==> src/rtl/add16_seq.sv <==
// add16_seq: multi-cycle W-bit adder/subtractor that reuses one external
// 4-bit adder (adder4), processing one nibble per clock from LSB to MSB.
//
// Ports
//   clk, rst_n          clock, synchronous active-low reset
//   start               operation request (accepted in IDLE or DONE only)
//   op_a, op_b          W-bit operands, sampled with start
//   cin                 carry-in, sampled with start
//   sub                 1 selects op_a - op_b, sampled with start
//   nib_a, nib_b        current nibble driven to adder4 a/b (0 outside ADD)
//   nib_cin             carry driven to adder4 cin (0 outside ADD)
//   nib_s, nib_cout     adder4 sum and carry-out (combinational from nib_*)
//   busy                high in the ADD state
//   done                one-cycle pulse, high in the DONE state
//   sum, cout           result, held until the next accepted start
module add16_seq #(
  parameter int unsigned N_NIB = 4,
  localparam int unsigned W    = 4 * N_NIB
) (
  input  logic         clk,
  input  logic         rst_n,
  input  logic         start,
  input  logic [W-1:0] op_a,
  input  logic [W-1:0] op_b,
  input  logic         cin,
  input  logic         sub,
  output logic [3:0]   nib_a,
  output logic [3:0]   nib_b,
  output logic         nib_cin,
  input  logic [3:0]   nib_s,
  input  logic         nib_cout,
  output logic         busy,
  output logic         done,
  output logic [W-1:0] sum,
  output logic         cout
);

  localparam int unsigned IW = (N_NIB > 1) ? $clog2(N_NIB) : 1;
  localparam logic [IW-1:0] LastIdx = IW'(N_NIB - 1);

  typedef enum logic [1:0] {StIdle, StAdd, StDone} state_e;

  state_e        state_q;
  logic [IW-1:0] idx_q;
  logic [W-1:0]  a_q;
  logic [W-1:0]  b_q;
  logic          carry_q;

  always_ff @(posedge clk) begin
    if (!rst_n) begin
      state_q <= StIdle;
      idx_q   <= '0;
      a_q     <= '0;
      b_q     <= '0;
      carry_q <= 1'b0;
      sum     <= '0;
      cout    <= 1'b0;
    end else begin
      case (state_q)
        StAdd: begin
          // start is deliberately ignored here
          sum[4*idx_q +: 4] <= nib_s;
          carry_q           <= nib_cout;
          if (idx_q == LastIdx) begin
            cout    <= nib_cout;
            idx_q   <= '0;
            state_q <= StDone;
          end else begin
            idx_q <= idx_q + 1'b1;
          end
        end
        default: begin
          // IDLE and DONE both accept start; DONE otherwise falls back to IDLE
          if (start) begin
            a_q     <= op_a;
            // Subtraction as a + ~b + 1
            b_q     <= sub ? ~op_b : op_b;
            carry_q <= sub ? 1'b1 : cin;
            idx_q   <= '0;
            sum     <= '0;
            cout    <= 1'b0;
            state_q <= StAdd;
          end else begin
            state_q <= StIdle;
          end
        end
      endcase
    end
  end

  assign busy = (state_q == StAdd);
  assign done = (state_q == StDone);

  // Nibble mux must be combinational so adder4 settles within the ADD cycle
  always_comb begin
    nib_a   = 4'h0;
    nib_b   = 4'h0;
    nib_cin = 1'b0;
    if (state_q == StAdd) begin
      nib_a   = a_q[4*idx_q +: 4];
      nib_b   = b_q[4*idx_q +: 4];
      nib_cin = carry_q;
    end
  end

endmodule
==> config.mk <==
export PLATFORM = sky130hd
export DESIGN_NAME = add16_seq
export DESIGN_NICKNAME = d
export VERILOG_FILES = /design/src/rtl/add16_seq.sv
export SDC_FILE = /design/constraint.sdc
export NUM_CORES = 1
export LEC_CHECK = 0
export ABC_AREA = 1
export ABC_CLOCK_PERIOD_IN_PS = 1700
export CAP_MARGIN = 0
export CORE_MARGIN = 2
export CORE_UTILIZATION = 43
export DETAILED_ROUTE_END_ITERATION = 6
export DONT_BUFFER_PORTS = 1
export GPL_TIMING_DRIVEN = 1
export SYNTH_ARGS = -nofsm -noshare
export SYNTH_HDL_FRONTEND = slang
export SYNTH_SLANG_ARGS = --single-unit
==> constraint.sdc <==
create_clock -name clk -period 1.7 [get_ports clk]
set_input_delay 0.34 -clock clk [delete_from_list [all_inputs] [get_ports clk]]
set_output_delay 0.34 -clock clk [all_outputs]
set_load 0.005 [all_outputs]
==> run metrics <==
outcome=finished, final reports clean; largest net degree at the start of global routing=33; Highest Clock Rate=612.5 MHz; Pint=0.001792 W; min Tclk post-route=1.633 ns; top cell family by delay on the critical path=flip-flops; clock-pin slew on the worst setup and hold paths=0.10 ns; Max FO, Critical Path=8; vias in the first global route=2013; Die Area=6556 um2; first-pass GRT wire length=9646 um; WP data required=1.36 ns; setup TNS=0 ns; FF+latch count, synth=54; Sw Ratio=28.75%; Avg Inst Size Synth=7.057 um2; most common cell in the netlist=nor2_1; Via density=5.055; worst slew pin tran=0.5238 ns; crit path cell chain=clkbuf_16, nor2_1, nor2_1, o21ai_1, a21oi_1; post-route ant nets=0; drc violations=0; Post-synth ARST share=0%; Die W=80.97 um; Final nets=410; Post-Route WL=6074 um; Mapped Area=2547 um2; worst vdd ir=0.3035 mV; Max stage delay on crit path=0.42 ns; initial antenna violation count=0; Initial Util=43.80%; synth top area cells=dfxtp_1 42%, nor2_1 12%, a21oi_1 8.4%, nand2_1 8.4%, xor2_1 5.5%; Hold Crit Class=primary input to flip-flop; wire per inst=13.90 um; GRT overflow=0; synth warn=0; CTS sink count=54; placed cell area=2636 um2; DP HPWL=4433 um; sequential fraction of the synthesis area=42.44%; hold buffers post-CTS=0; final hold vios=0; PwrDens=894.5 nW/um2; antenna diode count=0; IO Pins=70; cell mode on critical path=nor2_1; H-tree levels=2; post-route total power=0.002515 W; count of final setup violators=0; Crit-path slowest cell=dfxtp_4; Final Cell Area=2811 um2; max cap viols=0; CP Launch Type=flip-flop; TritonCTS clock tree=yes; Synth area leader=dfxtp_1; Syn Inst Count=361; syn nets=409; fin crit share=96.04%; die span in y=80.97 um; Worst Path Class, Setup=flip-flop to output pin; combinational share of power=17.5%; DRT iter0 DRCs=92; hold slack=0.1359 ns; Layout Area Growth over Synthesis=10.36%; total CTS buffers=5; EDFF count, synth=0; CP endpoint kind=output pin; clk_lat worst skew=0.31 ns; LEAKAGE=1.080 nW; Post-synth top cells=79 x nor2_1, 57 x nand2_1, 54 x dfxtp_1, 43 x a21oi_1, 24 x nand3_1; layout cells sized above 1=11.88%; Final Max Tran Viols=0; Netlist cell types=20; crit path buf inv count=1; Max-Slew Margin vs Limit=65.03%; clock skew=0.008149 ns; clk buf depth=2; Psw=0.0007230 W; gr usage total=18.82%; first-pass iteration count of the detailed router=4; RSZ-0062 raised after global routing=no; port bufs=0; placer congestion estimate=0.8588; num rows=28; core area=5816 um2; Sequential Power Share=55.1%; power share of the clock group=27.4%; Worst Path Arrival=1.29 ns; CTS Root Cell=clkbuf_8; vias=2209; Synth Flop Type=dfxtp_1; top cell type's share of synthesized area=42.44%
[power groups by stage]
stage	clock (W)	sequential, W	combinational, W
final	0.000688	0.00139	0.000439
after global routing	0.000757	0.00140	0.000503
after floorplan	0	0.00140	0.000326
after global placement	0	0.00141	0.000396
after CTS	0.000718	0.00138	0.000406
after detailed placement	0	0.00141	0.000400
[area by class of cell]
type	instances	area, um2
Tap cell	75	93.84
Clock buffer	5	68.82
Inverter	15	57.56
Fill cell	624	3004
Timing Repair Buffer	16	157.7
Sequential cell	54	1087
Multi-Input combinational cell	270	1336
Clock inverter	2	10.01
[cells by family after synthesis]
group	count (synthesis)	synth area share [%]
adder cells (fa/ha/maj)	6	2.947
XOR/XNOR	16	5.501
flip-flops	54	42.44
AO/OA/AOI/OAI	79	15.52
AND/OR/NAND/NOR	169	27.06
buffers and inverters	37	6.533
[per-stage QoR]
| stage | setup slack (ns) | instances | util (%) |
|---|---|---|---|
| after global routing | 0.006974 | 437 | 48.34 |
| after floorplan | 0.02331 | 361 | - |
| after global placement | 0.2678 | 428 | 45.33 |
| final | 0.06737 | 437 | 48.34 |
| after CTS | 0.01150 | 435 | 46.94 |
| after detailed placement | 0.1708 | 428 | 45.33 |
[state kept, by name, summed over array words and instances, names as in the netlist]
signal   count
a_q         16
b_q         16
sum         16
idx_q        2
state_q      2
carry_q      1
cout         1
[layer usage]
layer | vias up | wire [um] | GRT usage [%]
li1 | 1168 | - | -
met1 | 988 | 2686 | 23.40
met2 | 47 | 2907 | 31.90
met3 | 6 | 426 | 5.667
met4 | 0 | 54 | 4.576
met5 | - | 0 | 0
[timing repair]
item / CTS / global route
hold endpoints to repair: 0 / 0
pin swaps: 1 / 9
gates resized for setup: 6 / 29
endpoints found under the setup margin: 7 / 9
setup buffers: 0 / 1
cloned: 0 / 1
[worst paths after layout]
path / from / slack (ns) / to / cells after the start
worst min-delay path: rst_n / 0.14 / idx_q[0] / 2
worst max register to register: state_q[1] / 0.19 / b_q[3] / 6
worst max-delay path: idx_q[0] / 0.07 / nib_a[2] / 5
worst min register to register: b_q[4] / 0.47 / b_q[4] / 2
[cell usage in the layout, fill, tap and decap left out]
| master | count |
|---|---|
| buf_4 | 12 |
| clkbuf_8 | 5 |
| nor3_1 | 2 |
| clkinv_2 | 3 |
| a21oi_2 | 7 |
| dfxtp_4 | 1 |
| a21oi_1 | 36 |
| buf_12 | 1 |
| ha_1 | 6 |
| nand2_4 | 1 |
| dfxtp_2 | 2 |
| nor2_4 | 1 |
| buf_6 | 2 |
| nand4_1 | 4 |
| nor2_2 | 2 |
| nand2_2 | 1 |
| clkinv_1 | 1 |
| inv_2 | 4 |
| dfxtp_1 | 51 |
| inv_1 | 9 |
| nand3_1 | 24 |
| nand2_1 | 57 |
| xor2_1 | 16 |
| o21ai_1 | 32 |
| o21ai_0 | 4 |
| nor2_1 | 77 |
| clkbuf_16 | 1 |
Note: power is estimated with default switching activity, not from simulation.
